===== src/rtl/count_history_display.sv =====
// count_history_display: keeps a 4-deep history of distinct 3-bit counter values
// (newest first), scans it onto a 4-digit active-low seven-segment display and
// counts 7->0 wrap events.
// Ports:
//   clk      - system clock, rising-edge active
//   rst      - asynchronous active-low reset
//   count_in - monitored counter value, synchronous to clk
//   seg      - segment drive, active-low, {g,f,e,d,c,b,a}
//   an       - digit anodes, active-low, one-hot-low
//   wrap_cnt - saturating count of 7->0 transitions
//   change   - one-cycle pulse on each history shift
module count_history_display #(
    parameter int REFRESH_DIV = 100000,
    parameter int WRAP_W      = 8
) (
    input  logic              clk,
    input  logic              rst,
    input  logic [2:0]        count_in,
    output logic [6:0]        seg,
    output logic [3:0]        an,
    output logic [WRAP_W-1:0] wrap_cnt,
    output logic              change
);
    localparam int               DIV_W    = $clog2(REFRESH_DIV);
    localparam logic [DIV_W-1:0] DIV_LAST = DIV_W'(REFRESH_DIV - 1);
    // Glyphs for digits 7 down to 0, so element k is the glyph for k.
    localparam logic [7:0][6:0] SEG_LUT = {
        7'b1111000, 7'b0000010, 7'b0010010, 7'b0011001,
        7'b0110000, 7'b0100100, 7'b1111001, 7'b1000000
    };

    logic [2:0]        r_prev;
    logic [3:0][2:0]   r_hist;
    logic [3:0]        r_hist_vld;
    logic [DIV_W-1:0]  r_div;
    logic [1:0]        r_dsel;
    logic [WRAP_W-1:0] r_wrap_cnt;
    logic              r_change;

    logic              w_change;
    logic              w_wrap;
    logic              w_tick;
    logic [2:0]        w_digit;

    assign w_change = count_in != r_prev;
    assign w_wrap   = w_change && r_prev == 3'd7 && count_in == 3'd0;
    assign w_tick   = r_div == DIV_LAST;

    // Newest value enters slot 0; validity bits shift alongside the values.
    always_ff @(posedge clk or negedge rst) begin
        if (!rst) begin
            r_prev     <= '0;
            r_hist     <= '0;
            r_hist_vld <= '0;
            r_change   <= 1'b0;
        end else begin
            r_change <= w_change;
            if (w_change) begin
                r_prev     <= count_in;
                r_hist     <= {r_hist[2:0], count_in};
                r_hist_vld <= {r_hist_vld[2:0], 1'b1};
            end
        end
    end

    always_ff @(posedge clk or negedge rst) begin
        if (!rst)
            r_wrap_cnt <= '0;
        else if (w_wrap && r_wrap_cnt != '1)
            r_wrap_cnt <= r_wrap_cnt + 1'b1;
    end

    always_ff @(posedge clk or negedge rst) begin
        if (!rst) begin
            r_div  <= '0;
            r_dsel <= '0;
        end else begin
            r_div  <= w_tick ? '0 : r_div + 1'b1;
            r_dsel <= w_tick ? r_dsel + 1'b1 : r_dsel;
        end
    end

    // Decode straight from registered state so a shift shows on the same cycle.
    always_comb begin
        w_digit = r_hist[r_dsel];
        seg     = r_hist_vld[r_dsel] ? SEG_LUT[w_digit] : 7'b1111111;
        an      = ~(4'b0001 << r_dsel);
    end

    assign wrap_cnt = r_wrap_cnt;
    assign change   = r_change;
endmodule


===== config.mk =====
export PLATFORM = sky130hd
export DESIGN_NAME = count_history_display
export DESIGN_NICKNAME = d
export VERILOG_FILES = /design/src/rtl/count_history_display.sv
export SDC_FILE = /design/constraint.sdc
export NUM_CORES = 1
export LEC_CHECK = 0
export BUFFER_PORTS_ARGS = -buffer_cell sky130_fd_sc_hd__buf_2
export CELL_PAD_IN_SITES_DETAIL_PLACEMENT = 2
export CELL_PAD_IN_SITES_GLOBAL_PLACEMENT = 2
export CORE_MARGIN = 5
export CORE_UTILIZATION = 25
export CTS_BUF_LIST = sky130_fd_sc_hd__clkbuf_16
export CTS_CLUSTER_SIZE = 14
export DETAILED_ROUTE_END_ITERATION = 10
export PLACE_DENSITY = 0.67
export SLEW_MARGIN = 20
export SYNTH_ARGS = -nofsm -noshare
export SYNTH_HDL_FRONTEND = slang
export SYNTH_SLANG_ARGS = --single-unit

===== constraint.sdc =====
create_clock -name clk -period 1.95 [get_ports clk]
set_input_delay 0.39 -clock clk [delete_from_list [all_inputs] [get_ports clk]]
set_output_delay 0.39 -clock clk [all_outputs]
set_load 0.02 [all_outputs]

==> results of run 1 <==
==> layer usage <==
metal  routed length [µm]  up-vias  global-route usage (%)  share of wire (%)
li1                     -      759                       -                  -
met1                 2220      828                    11.7                 43
met2                 2770       16                    16.5                 53
met3                  145        4                    2.59                2.8
met4                   46        0                    3.01               0.89
met5                    0        -                       0                  0
==> cells by family (layout without fill, tap and decap cells) <==
| family | count (synthesis) | count (layout) |
|---|---|---|
| xor gates and xnor gates | 22 | 22 |
| AOI/OAI and AO/OA | 14 | 14 |
| buffers and inverters | 18 | 63 |
| and+or+nand+nor | 65 | 65 |
| DFF | 44 | 44 |
| muxes | 19 | 19 |
| adders and majority gates | 11 | 11 |
==> worst paths after layout <==
path,startpoint,end,cells past startpoint
setup / recovery,r_dsel[0],seg[3],6
hold / removal,rst,wrap_cnt[5],1
setup reg to reg,r_div[0],r_dsel[1],5
hold reg to reg,r_hist_vld[0],r_hist_vld[0],1
max in group asynchronous,rst,r_dsel[0],2
min in group clk,count_in[2],r_hist[2],1
==> worst reg2reg max path, stage by stage (launching register included) <==
cell and delay [ns]:
dfrtp_1 0.39, ha_1 0.23, and4_1 0.25, nand4_1 0.11, nor4_2 0.25, mux2_2 0.39
==> timing repair <==
| action | CTS | global route |
|---|---|---|
| pin swaps | 0 | 2 |
| gates resized for setup | 9 | 15 |
| setup endpoints to repair | 7 | 7 |
| hold buffers | 0 | 0 |
| cloned | 0 | 0 |
| setup buffers | 0 | 3 |
==> registers in the layout, summed over array words and instances (netlist names) <==
| signal | cells |
|---|---|
| change | 1 |
| r_div | 17 |
| r_dsel | 2 |
| r_hist | 12 |
| r_hist_vld | 4 |
| wrap_cnt | 8 |
==> area by class of cell <==
class	instances	area share, %
Timing Repair Buffer	45	11.3
Inverter	11	1.56
Clock buffer	5	4.21
Clock inverter	2	2.02
Sequential cell	44	37.1
Multi-Input combinational cell	131	39.3
Tap cell	108	4.55
==> stage by stage <==
stage	hold WS [ns]	total power [mW]	instance area, µm²	setup slack, ns
global route	0.0667	2.44	2970	-0.445
CTS	0.0556	2.37	2890	-0.400
floorplan	0.0944	1.16	2320	-0.0545
detailed placement	0.361	1.28	2680	-0.125
finish	0.0392	2.34	2970	-0.330
global placement	0.354	1.27	2680	-0.0942
==> power groups by stage <==
stage	logic, mW	registers [mW]	clock network [mW]
after detailed placement	0.259	1.02	0
after floorplan	0.124	1.04	0
after CTS	0.268	1.00	1.10
after global placement	0.249	1.02	0
after global routing	0.299	1.01	1.13
final	0.271	1.00	1.07
==> cell usage in the layout, fill, tap and decap left out, types with 3 or more instances in the layout <==
master and n:
xor2_1 11, inv_1 8, mux2_2 15, nand4_1 5, ha_1 6, nand2_1 9, buf_2 17, nor2_1 10
ha_4 3, clkbuf_16 5, a21oi_1 3, dfrtp_1 43, xnor2_1 11, buf_4 20, mux4_2 4, buf_6 7
nand3_1 11
==> results.cfg, run 1 <==
[logic_synthesis]
synth_most_common_cell = dfrtp_1
netlist_area_um2 = 2260
synth_xor_area_share_pct = 8.52
synth_edf_count = 0
yosysUniqueCellTypes = 40
synth_area_leaders = dfrtp_1, mux2_2, ha_1
muxShareOfSynthArea_pct = 11.5
synthFlopType = dfrtp_1
yosysSeqAreaShare_pct = 48.7
syn_inst = 193
synth_top_family_by_area = simple AND/OR/NAND/NOR gates
yosys_warnings = 0
ys_async_sr_fraction_pct = 100
ys_top_cells_by_count = dfrtp_1, mux2_2, nand3_1
avgSynthCellArea_um2 = 11.7
yosys.area_share.simple_pct = 17.5
synth.top_cell.area_share_pct = 48.7
yosys.area.top_type = dfrtp_1
synth_compound_area_share_pct = 4.21
ys_ff_latch = 44
synth_nets = 209
synthAdderAreaFrac_pct = 6.09

[route]
ant_nets = 0
wl_um = 5180
vias_per_cell = 4.64
drtIter0Drc = 17
drc_errors = 0
wl_per_cell_um = 15.0
via_count = 1607
first_pass_iters = 4

[pwr]
p_switching_mw = 0.522
internal_power_mw = 1.82
clockPowerShare_pct = 45.6
seqPwrFrac_pct = 42.8
combPwrFrac_pct = 11.6
p_leak_nw = 1.31
swShare_pct = 22.3
peakVddDrop_mv = 0.330
power_density_nw_per_um2 = 787

[floorplan]
io-pin-count = 25
start_util_pct = 25.8
die_w_um = 105
coreArea_um2 = 8760
num_rows = 34
die_h_um = 105
die-area_um2 = 11000

[cts]
root_buffer = clkbuf_16
cts_buffer_depth = 2
cts_buffers = 5
clk_latency_ns = 0.28
htreeDepth = 2
clk_pin_slew_ns = 0.06
numClockSinks = 44
cts_tree = built

[flow_run]
max_cap_violations = 0

[final_layout]
drive_gt1_share_pct = 41.2
ff_latch_area_um2 = 1100
area_growth_pct = 31.3
num_antenna_cells = 0
layoutNonFillerInstCount = 346
n_fill_cell = 911
nNetsFinal = 254
multiInputGateArea_um2 = 1170
post-route-util_pct = 33.9

[timing]
finClkSkew_ns = 0.00773
finalSetupViolations = 7
maxSlewViolCount = 0
period_needed_ns = 2.28
worst_slew_pin_slew_ns = 0.437
hold_viol_final = 0
max_freq_mhz = 439
fin_crit_sh_pct = 117
setup_slack_ns = -0.330
max_slew_margin_pct = 70.9
setup_tns_ns = -2.07
rsz0062_at_grt = true

[critical_path]
cp.required_ns = 1.56
critPathArrivalTime_ns = 1.89
crit_path_end_kind = output port
crit_buf_inv = 2
cp_cell_sequence = mux4_2 > inv_4 > ha_4 > nand2b_4 > nand3_4 > buf_6
critPathMaxStageDelay_ns = 0.59
crit_slowest_cell = mux4_2
cp_top_family = multiplexers
critPathKind = flop to output port
startpoint_type = flop
cp_max_fo = 4
r2r_setup_slack_ns = 0.22

[global_routing]
overflow = 0
grt_max_degree = 29
antenna_found_initial = 0
grt_pass1_vias = 1744
track_usage_pct = 9.62
grt_pass1_wl_um = 8740

[placed_design]
dp_hpwl_um = 3880
place.gp.congestion = 0.733
io_buffers = 24
dp.cells = 336

[worst_hold_path]
hold_class = input port to asynchronous set/reset pin

[run_status]
status = complete, but fails checks
violations = negative setup slack
No activity file was read; power rests on OpenSTA's default activity.
==> run 2, diff against run 1 <==
Settings changed: CORE_MARGIN 5 to 10.
==> run 2 against run 1 <==
Net effect:
- setup slack got worse by 0.040 ns
- global-route usage decreased by 1.0 points
- combinational power decreased by 1%
- via count decreased by 1.1%
- sequential power about the same
- critical endpoint is now seg[5]
- the run still ends with negative setup slack left
- first-iteration DRC count increased to 2.9 times the previous value
- sequential cell count unchanged
==> results.cfg, run 2 (synthesis results as in run 1) <==
[flow_run]
max_cap_violations = 0

[timing]
period_needed_ns = 2.32
max_slew_margin_pct = 70.6
finalSetupViolations = 7
rsz0062_at_grt = true
finClkSkew_ns = 0.00497
setup_slack_ns = -0.370
hold_viol_final = 0
maxSlewViolCount = 0
fin_crit_sh_pct = 119
worst_slew_pin_slew_ns = 0.442
max_freq_mhz = 431

[global_routing]
grt_pass1_vias = 1775
antenna_found_initial = 0
grt_pass1_wl_um = 9110
track_usage_pct = 8.58
overflow = 0
grt_max_degree = 28

[critical_path]
cp_common_cell = buf_4
startpoint = r_dsel[0]
cp_cell_sequence = buf_4 > mux4_2 > buf_6 > nor2b_1 > o21ai_1 > buf_4
crit_buf_inv = 3
r2r_setup_slack_ns = 0.25
crit_slowest_cell = mux4_2
crit_path_end_kind = output port
timing.rr.end = r_dsel[1]
startpoint_type = flop
cp_max_fo = 6
critPathMaxStageDelay_ns = 0.57
r2r_start = r_div[0]
cp_top_family = multiplexers
critPathArrivalTime_ns = 1.93
cp.required_ns = 1.56
rr_worst_depth = 5
critPathKind = flop to output port

[pwr]
peakVddDrop_mv = 0.269
p_leak_nw = 1.30
power_density_nw_per_um2 = 800

[floorplan]
io-pin-count = 25
die-area_um2 = 13200
start_util_pct = 25.8
die_h_um = 115
coreArea_um2 = 8760
num_rows = 34
die_w_um = 115

[final_layout]
largest_register_ffs = 17
final_cell_mix = dfrtp_1, buf_2, buf_4, mux2_2
ff_latch_area_um2 = 1100
n_fill_cell = 933
num_antenna_cells = 0
drive_gt1_share_pct = 39.6
mostFrequentLayoutCell = dfrtp_1
nNetsFinal = 251
area_growth_pct = 29.4
regMostFlops = r_div
multiInputGateArea_um2 = 1150
layoutNonFillerInstCount = 343

[cts]
cts_buffers = 5
root_buffer = clkbuf_16
clk_pin_slew_ns = 0.06
cts_tree = built
numClockSinks = 44
clk_latency_ns = 0.29
htreeDepth = 2
cts_buffer_depth = 2
cts_hold_buf = 0
post_cts_buffers = 0

[route]
vias_per_cell = 4.64
via_count = 1590
drc_errors = 0
ant_nets = 0
wl_per_cell_um = 15.3
first_pass_iters = 3
drtIter0Drc = 49
wl_um = 5240

[placed_design]
dp.cells = 336
dpl_worst_slack_ns = -0.158
io_buffers = 24
place.gp.congestion = 0.753
dp_hpwl_um = 4010

[worst_hold_path]
hold_class = input port to asynchronous set/reset pin

[run_status]
status = complete, but fails checks
violations = negative setup slack
-- run 2: changes by cell type in the layout (fill, tap and decap cells not counted), sizes merged --
cell / previous run / this run
buf: 45 / 42
-- run 2: worst reg2reg max path, cell delays in order, from the launching register on --
cell	delay [ns]
dfrtp_1	0.39
ha_1	0.22
and4_1	0.24
nand4_1	0.11
nor4_2	0.26
mux2_2	0.37
-- run 2: per-layer routing --
metal,track usage (%),routed length (µm)
met2,14.6,2750
met1,9.99,2220
met5,0,0
met4,3.47,91
met3,2.34,174
-- run 2: repair_timing --
action                     in CTS  in global routing
pin swaps                       1                  2
gates resized for setup        13                  6
setup endpoints to repair       7                  7
-- run 2: layout make-up --
class	count	share of cell area [%]
multi-input combinational	131	39.3
sequential	44	37.7
timing repair buffer	42	10.4
tap	108	4.62
clock buffer	5	4.28
clock inverter	2	2.05
inverter	11	1.58
-- run 2: report_power, final --
part / leakage [nW] / switching, mW / internal (mW)
clock network: 0.0899 / 0.344 / 0.727
logic: 0.663 / 0.142 / 0.126
registers: 0.543 / 0.0414 / 0.961
-- run 2: worst max-delay path by stage --
stage | end | cells after the start
2_1_floorplan | seg[5] | 4
3_3_place_gp | seg[3] | 6
3_5_place_dp | seg[3] | 6
4_1_cts | seg[3] | 6
5_1_grt | seg[5] | 6
6_report | seg[5] | 6
-- run 2: stage by stage --
| step | hold WS [ns] | power, mW | instance area [µm²] | TNS [ns] | utilization (%) |
|---|---|---|---|---|---|
| after floorplan | 0.0944 | 1.16 | 2320 | -0.152 | - |
| after global placement | 0.372 | 1.27 | 2680 | -0.268 | 30.6 |
| after detailed placement | 0.365 | 1.28 | 2680 | -0.663 | 30.6 |
| after CTS | 0.0544 | 2.38 | 2910 | -2.37 | 33.2 |
| after global routing | 0.0740 | 2.45 | 2930 | -2.90 | 33.4 |
| final | 0.0396 | 2.34 | 2930 | -2.17 | 33.4 |
